$ cat config.mk
export PLATFORM = sky130hd
export DESIGN_NAME = sevseg_capture
export DESIGN_NICKNAME = d
export VERILOG_FILES = /design/src/rtl/sevseg_capture.sv
export SDC_FILE = /design/constraint.sdc
export NUM_CORES = 1
export LEC_CHECK = 0
export ABC_AREA = 1
export ABC_CLOCK_PERIOD_IN_PS = 2300
export BUFFER_PORTS_ARGS = -buffer_cell sky130_fd_sc_hd__clkbuf_2
export CORE_ASPECT_RATIO = 0.9
export CORE_MARGIN = 2
export CORE_UTILIZATION = 25
export CTS_BUF_LIST = sky130_fd_sc_hd__clkbuf_4 sky130_fd_sc_hd__clkbuf_8
export DETAILED_ROUTE_END_ITERATION = 10
export PLACE_DENSITY_LB_ADDON = 0.1
export SYNTH_ARGS = -nofsm -noshare
export SYNTH_HDL_FRONTEND = slang
export SYNTH_SLANG_ARGS = --single-unit
$ cat constraint.sdc
create_clock -name clk -period 2.3 [get_ports clk]
set_input_delay 0.115 -clock clk [delete_from_list [all_inputs] [get_ports clk]]
set_output_delay 0.115 -clock clk [all_outputs]
set_load 0.005 [all_outputs]
$ cat src/rtl/sevseg_capture.sv
// Seven-segment receive side: samples a multiplexed 4-digit display bus,
// decodes each settled digit slot and emits coherent 4-digit frames.
module sevseg_capture #(
  parameter int SETTLE    = 4,
  parameter int TIMEOUT_W = 20
) (
  input  logic       clk,
  input  logic       rst_n,
  input  logic [6:0] seg_in,
  input  logic       dp_in,
  input  logic [3:0] an_in,
  output logic [4:0] dig0,
  output logic [4:0] dig1,
  output logic [4:0] dig2,
  output logic [4:0] dig3,
  output logic [3:0] dp_out,
  output logic       frame_valid,
  output logic       locked,
  output logic       err_multi_an,
  output logic       err_timeout
);

  typedef enum logic [1:0] {
    S_IDLE,
    S_SETTLING,
    S_HELD
  } state_t;

  localparam int CW = $clog2(SETTLE + 1);
  localparam logic [CW-1:0] C_SAT  = CW'(SETTLE);
  localparam logic [CW-1:0] C_EVAL = CW'(SETTLE - 1);
  localparam logic [TIMEOUT_W-1:0] T_MAX = '1;
  localparam logic [TIMEOUT_W-1:0] T_PRE = T_MAX - 1'b1;
  localparam logic [4:0] C_BLANK = 5'd17;

  // bus layout: {an[3:0], seg[6:0], dp}
  logic [11:0] r_sync1;
  logic [11:0] r_sync2;
  logic [11:0] r_prev;
  logic [CW-1:0] r_cnt;
  state_t r_state;
  state_t w_nxt;

  logic [4:0] r_sh [4];
  logic [3:0] r_sh_dp;
  logic [3:0] r_seen;
  logic [4:0] r_dig [4];
  logic [3:0] r_dp_out;
  logic r_fv;
  logic r_locked;
  logic r_err_multi;
  logic r_err_to;
  logic [TIMEOUT_W-1:0] r_timer;

  logic [3:0] w_an;
  logic [6:0] w_seg;
  logic w_dp;
  logic [3:0] w_anl;
  logic w_chg;
  logic w_stable;
  logic w_idle_an;
  logic w_onehot;
  logic w_eval;
  logic w_cap;
  logic w_multi;
  logic w_to;
  logic w_full;
  logic [1:0] w_idx;
  logic [4:0] w_code;

  function automatic logic [4:0] f_decode(input logic [6:0] s);
    logic [4:0] c;
    unique case (s)
      7'b1000000: c = 5'd0;
      7'b1111001: c = 5'd1;
      7'b0100100: c = 5'd2;
      7'b0110000: c = 5'd3;
      7'b0011001: c = 5'd4;
      7'b0010010: c = 5'd5;
      7'b0000010: c = 5'd6;
      7'b1111000: c = 5'd7;
      7'b0000000: c = 5'd8;
      7'b0010000: c = 5'd9;
      7'b0001000: c = 5'd10;
      7'b0000011: c = 5'd11;
      7'b1000110: c = 5'd12;
      7'b0100001: c = 5'd13;
      7'b0000110: c = 5'd14;
      7'b0001110: c = 5'd15;
      7'b0110111: c = 5'd16;
      7'b1111111: c = 5'd17;
      7'b0111111: c = 5'd18;
      default:    c = 5'd31;
    endcase
    return c;
  endfunction

  assign w_an      = r_sync2[11:8];
  assign w_seg     = r_sync2[7:1];
  assign w_dp      = r_sync2[0];
  assign w_anl     = ~w_an;
  assign w_chg     = (r_sync2 != r_prev);
  assign w_stable  = !w_chg && (r_cnt == C_EVAL);
  assign w_idle_an = &w_an;
  assign w_onehot  = (w_anl != 4'd0) &&
                     ((w_anl & (w_anl - 4'd1)) == 4'd0);
  assign w_code    = f_decode(w_seg);
  assign w_full    = (r_seen == 4'hF);
  assign w_to      = !w_cap && (r_timer == T_PRE);

  // slot index of the single enabled digit
  always_comb begin
    w_idx = 2'd0;
    unique case (w_an)
      4'b1110: w_idx = 2'd0;
      4'b1101: w_idx = 2'd1;
      4'b1011: w_idx = 2'd2;
      4'b0111: w_idx = 2'd3;
      default: w_idx = 2'd0;
    endcase
  end

  // two-flop synchroniser plus one-cycle history for change detection
  always_ff @(posedge clk or negedge rst_n) begin
    if (!rst_n) begin
      r_sync1 <= '1;
      r_sync2 <= '1;
      r_prev  <= '1;
    end else begin
      r_sync1 <= {an_in, seg_in, dp_in};
      r_sync2 <= r_sync1;
      r_prev  <= r_sync2;
    end
  end

  // stability counter, cleared on any bus change, saturating
  always_ff @(posedge clk or negedge rst_n) begin
    if (!rst_n) begin
      r_cnt <= '0;
    end else if (w_chg) begin
      r_cnt <= '0;
    end else if (r_cnt != C_SAT) begin
      r_cnt <= r_cnt + 1'b1;
    end
  end

  // FSM state register
  always_ff @(posedge clk or negedge rst_n) begin
    if (!rst_n) begin
      r_state <= S_IDLE;
    end else begin
      r_state <= w_nxt;
    end
  end

  // FSM next state
  always_comb begin
    w_nxt = r_state;
    unique case (r_state)
      S_IDLE: begin
        if (!w_idle_an) w_nxt = S_SETTLING;
      end
      S_SETTLING: begin
        if (w_idle_an)     w_nxt = S_IDLE;
        else if (w_stable) w_nxt = S_HELD;
      end
      S_HELD: begin
        if (w_chg) w_nxt = w_idle_an ? S_IDLE : S_SETTLING;
      end
      default: w_nxt = S_IDLE;
    endcase
  end

  // FSM outputs: slot evaluation strobes
  always_comb begin
    w_eval  = (r_state == S_SETTLING) && !w_idle_an && w_stable;
    w_cap   = w_eval && w_onehot;
    w_multi = w_eval && !w_onehot;
  end

  // shadow slots written by each capture
  always_ff @(posedge clk or negedge rst_n) begin
    if (!rst_n) begin
      for (int i = 0; i < 4; i++) r_sh[i] <= C_BLANK;
      r_sh_dp <= '0;
    end else if (w_cap) begin
      r_sh[w_idx]    <= w_code;
      r_sh_dp[w_idx] <= ~w_dp;
    end
  end

  // seen mask: cleared on frame completion or timeout
  always_ff @(posedge clk or negedge rst_n) begin
    if (!rst_n) begin
      r_seen <= '0;
    end else if (w_full) begin
      r_seen <= w_cap ? w_anl : 4'd0;
    end else if (w_to) begin
      r_seen <= '0;
    end else if (w_cap) begin
      r_seen <= r_seen | w_anl;
    end
  end

  // frame output registers and frame pulse
  always_ff @(posedge clk or negedge rst_n) begin
    if (!rst_n) begin
      for (int i = 0; i < 4; i++) r_dig[i] <= C_BLANK;
      r_dp_out <= '0;
      r_fv     <= 1'b0;
    end else begin
      r_fv <= w_full;
      if (w_full) begin
        for (int i = 0; i < 4; i++) r_dig[i] <= r_sh[i];
        r_dp_out <= r_sh_dp;
      end
    end
  end

  // inactivity timer, holds at max until the next capture
  always_ff @(posedge clk or negedge rst_n) begin
    if (!rst_n) begin
      r_timer <= '0;
    end else if (w_cap) begin
      r_timer <= '0;
    end else if (r_timer != T_MAX) begin
      r_timer <= r_timer + 1'b1;
    end
  end

  // lock status and error pulses
  always_ff @(posedge clk or negedge rst_n) begin
    if (!rst_n) begin
      r_locked    <= 1'b0;
      r_err_multi <= 1'b0;
      r_err_to    <= 1'b0;
    end else begin
      r_err_multi <= w_multi;
      r_err_to    <= w_to;
      if (w_to)        r_locked <= 1'b0;
      else if (w_full) r_locked <= 1'b1;
    end
  end

  assign dig0         = r_dig[0];
  assign dig1         = r_dig[1];
  assign dig2         = r_dig[2];
  assign dig3         = r_dig[3];
  assign dp_out       = r_dp_out;
  assign frame_valid  = r_fv;
  assign locked       = r_locked;
  assign err_multi_an = r_err_multi;
  assign err_timeout  = r_err_to;

endmodule

==> impl_results.md <==
- Status: completed
- TritonRoute pass-1 iters: 5
- RSZ-0062 raised after global routing: true
- Final Slew Violations: 0
- DR top layer: met4
- # clock sinks: 117
- Initial antenna violation count: 0
- Nets: 692
- Clock transition at path regs: 0.07 ns
- Max FO, Critical Path: 7
- Slowest cell on crit path: dfstp_2
- Post-synthesis cell type count: 33
- FILL cells: 2107
- Final-report hold violation count: 0
- Design area: 6290 um2
- Least-Margin Pin Slew: 0.524 ns
- Tcrit/Tclk final: 91.9%
- Switching part of the total: 22.9%
- FMAX: 473 MHz
- Sequential power share: 50.7%
- Starting Density: 25.7%
- Async SR Flop Fraction: 100%
- Congestion Overflow GR: 0
- Largest net degree at the start of global routing: 38
- Post-DR wirelength/cell: 12.9 um
- CP Capture Type: flop
- Antenna viol nets, final: 0
- WP depth: 13
- Setup Skew: 0.00815 ns
- Worst R2R Path Depth: 13
- Diode count: 0
- Syn Nets: 618
- Met2 wire len: 5130 um
- Post-Syn Area per Cell: 8.61 um2
- Post-synth top area cell: dfrtp_1
- R2R setup slack: 0.19 ns
- Yosys reg bits: 117
- Die height: 140 um
- P_int: 0.00329 W
- CTS Buf Count: 17
- Die ar.: 21800 um2
- Core ar.: 20100 um2
- P_leak: 3.12 nW
- Port Buffers: 41
- Crit-path cells: inv_1 > nor2_1 > inv_1 > nor2_1 > nand3_1 > nand2_1 > nor2_1 > nand2_1 > nor2_1 > nand2_1 > nand3_1 > nand2_1 > nand2_1
- Synth Warn #: 0
- Post-Syn Area: 5160 um2
- DRC viols: 0
- Storage cell area: 2990 um2
- Worst min path class: input pin to async pin
- # Max-Cap Violations: 0
- Tot GR Track Use: 12.0%
- CTS Buffer Depth: 2
- EDFF count, synth: 0
- Switching power: 0.000975 W
- Routability cong.: 0.853
- Max-slew headroom: 65.1%
- # setup viols final: 0
- DR vias: 4003
- Drt initial violations: 200
- CP Buf/Inv Count: 2
- Chip width: 155 um
- Dpl cell area: 5730 um2
- Avg Vias per Cell: 4.25
- Critical Path AT: 2.47 ns
- Critical path data required time: 2.66 ns
- Comb pwr share: 4.8%
- Vias in the first global route: 4009
- Met3 wire len: 639 um
- DP HPWL: 8870 um
- Pwr Total: 0.00427 W
- Gate Count Post-Synth: 599
- Crit path top cell by count: nand2_1
- Area Overhead vs Synth: 21.9%
- Share of cells above drive strength 1: 22.3%
- Worst-Skew Late Latency: 0.43 ns
- Synth area leaders: dfrtp_1 (32%), dfstp_2 (26%), nand2_1 (16%), inv_1 (4.1%), nor2_1 (3.6%)
- Rows: 49
- Fraction of power consumed by the clock network: 44.5%
- Synth cell count leaders: nand2_1 (217), dfrtp_1 (65), inv_1 (57)
- Synth Flop Type: dfrtp_1
- Maximum VDD drop: 0.000368 V
- Root buffer cell: clkbuf_8
- Area fraction of the dominant cell type after synthesis: 31.5%
- Setup crit start kind: flop
- H-tree depth: 4
- Kind of critical path: flop to flop
- Crit path max-delay family: simple AND/OR/NAND/NOR gates
- Met1 WL: 6270 um
- P per Cell Area: 678 nW/um2
- Seq/Total Area, Yosys: 58.0%
- Io pins: 42
- Area of the multi-input gates: 1910 um2
- Hold slack: 0.204 ns
- Minimum clock period: 2.11 ns
- Count leader, synth: nand2_1
- First-pass GRT wire length: 20600 um
- Drt total wl: 12200 um
- Fin Setup TNS: 0 ns
- Slowest cell delay on critical path: 0.59 ns
- CTS tree: done
## sequential cells by signal, indices dropped and copies added, names as in the netlist, 12 cells and up
name,flops
r_sh,20
r_sync1,12
r_timer,20
r_sync2,12
r_prev,12
## power by group through the flow
stage | Combinational (W) | Clock (W) | Sequential [W]
after floorplan | 0.0000980 | 0 | 0.00218
after global placement | 0.000185 | 0 | 0.00220
after detailed placement | 0.000186 | 0 | 0.00220
after CTS | 0.000207 | 0.00200 | 0.00216
after global routing | 0.000235 | 0.00211 | 0.00217
final | 0.000204 | 0.00190 | 0.00216
## final cells by class
| class | instances | share of cell area, % |
|---|---|---|
| flip-flops and latches | 117 | 47.6 |
| clock buffers | 23 | 4.83 |
| well taps | 255 | 5.07 |
| repair buffers | 67 | 7.12 |
| inverters | 58 | 3.46 |
| multi-input cells | 412 | 30.4 |
| clock inverters | 9 | 1.59 |
## per-layer routing
layer  global-route usage (%)  vias to the layer above
li1                         -                     2051
met1                     17.2                     1853
met2                     17.3                       88
met3                     4.08                       11
met4                     3.38                        0
met5                        0                        -
## cells by family after synthesis
logic type               after synthesis  synth area share [%]
adder cells (fa/ha/maj)                5                  1.21
flip-flops                           117                  58.0
XOR/XNOR                              14                  2.38
AND/OR/NAND/NOR                      343                  27.6
buffers and inverters                 70                  5.36
AO/OA/AOI/OAI                         50                  5.41
## worst paths after layout
check | from | end
worst max register to register | r_sync2[2] | r_sh[4]
min in group clk | seg_in[5] | r_sync1[6]
worst min register to register | r_sync1[4] | r_sync2[4]
worst min-delay path | rst_n | r_timer[4]
max in group asynchronous | rst_n | r_sh[5]
worst max-delay path | r_sync2[2] | r_sh[4]
## worst register-to-register path: cells and delay by family, from the launching register on
family / cells / cell delay, ns
AND/OR/NAND/NOR: 11 / 1.33
flip-flops: 1 / 0.59
buffers and inverters: 2 / 0.12
## through the flow
step                      setup WS (ns)  utilization [%]  instances
after floorplan                   0.433                -        599
after global placement          -0.0193             28.5        895
after detailed placement        -0.0610             28.5        895
after CTS                        0.0484             31.2        940
after global routing            -0.0793             31.3        941
final                             0.186             31.3        941
## layout by cell type (no fill, tap or decap), drive strengths merged
master	instances
a31oi	1
a21oi	15
o21ai	27
ha	5
nor4	7
clkinvlp	2
and2	1
o31ai	1
xnor2	9
o21a	2
xor2	5
clkinv	5
inv	58
o21bai	2
nand3	32
nand2	218
dfstp	52
bufinv	2
nor3	18
buf	14
clkbuf	63
dlygate4sd3	13
dfrtp	65
or2	3
nand4	10
and3	1
nor2	53
o2111ai	2
## what timing repair did
action,CTS,global route
hold buffers,13,0
setup endpoints to repair,3,27
endpoints found under the hold margin,38,0
resized for setup,2,3
cloned,0,0
setup buffers,0,1
Note: power is estimated with default switching activity, not from simulation.
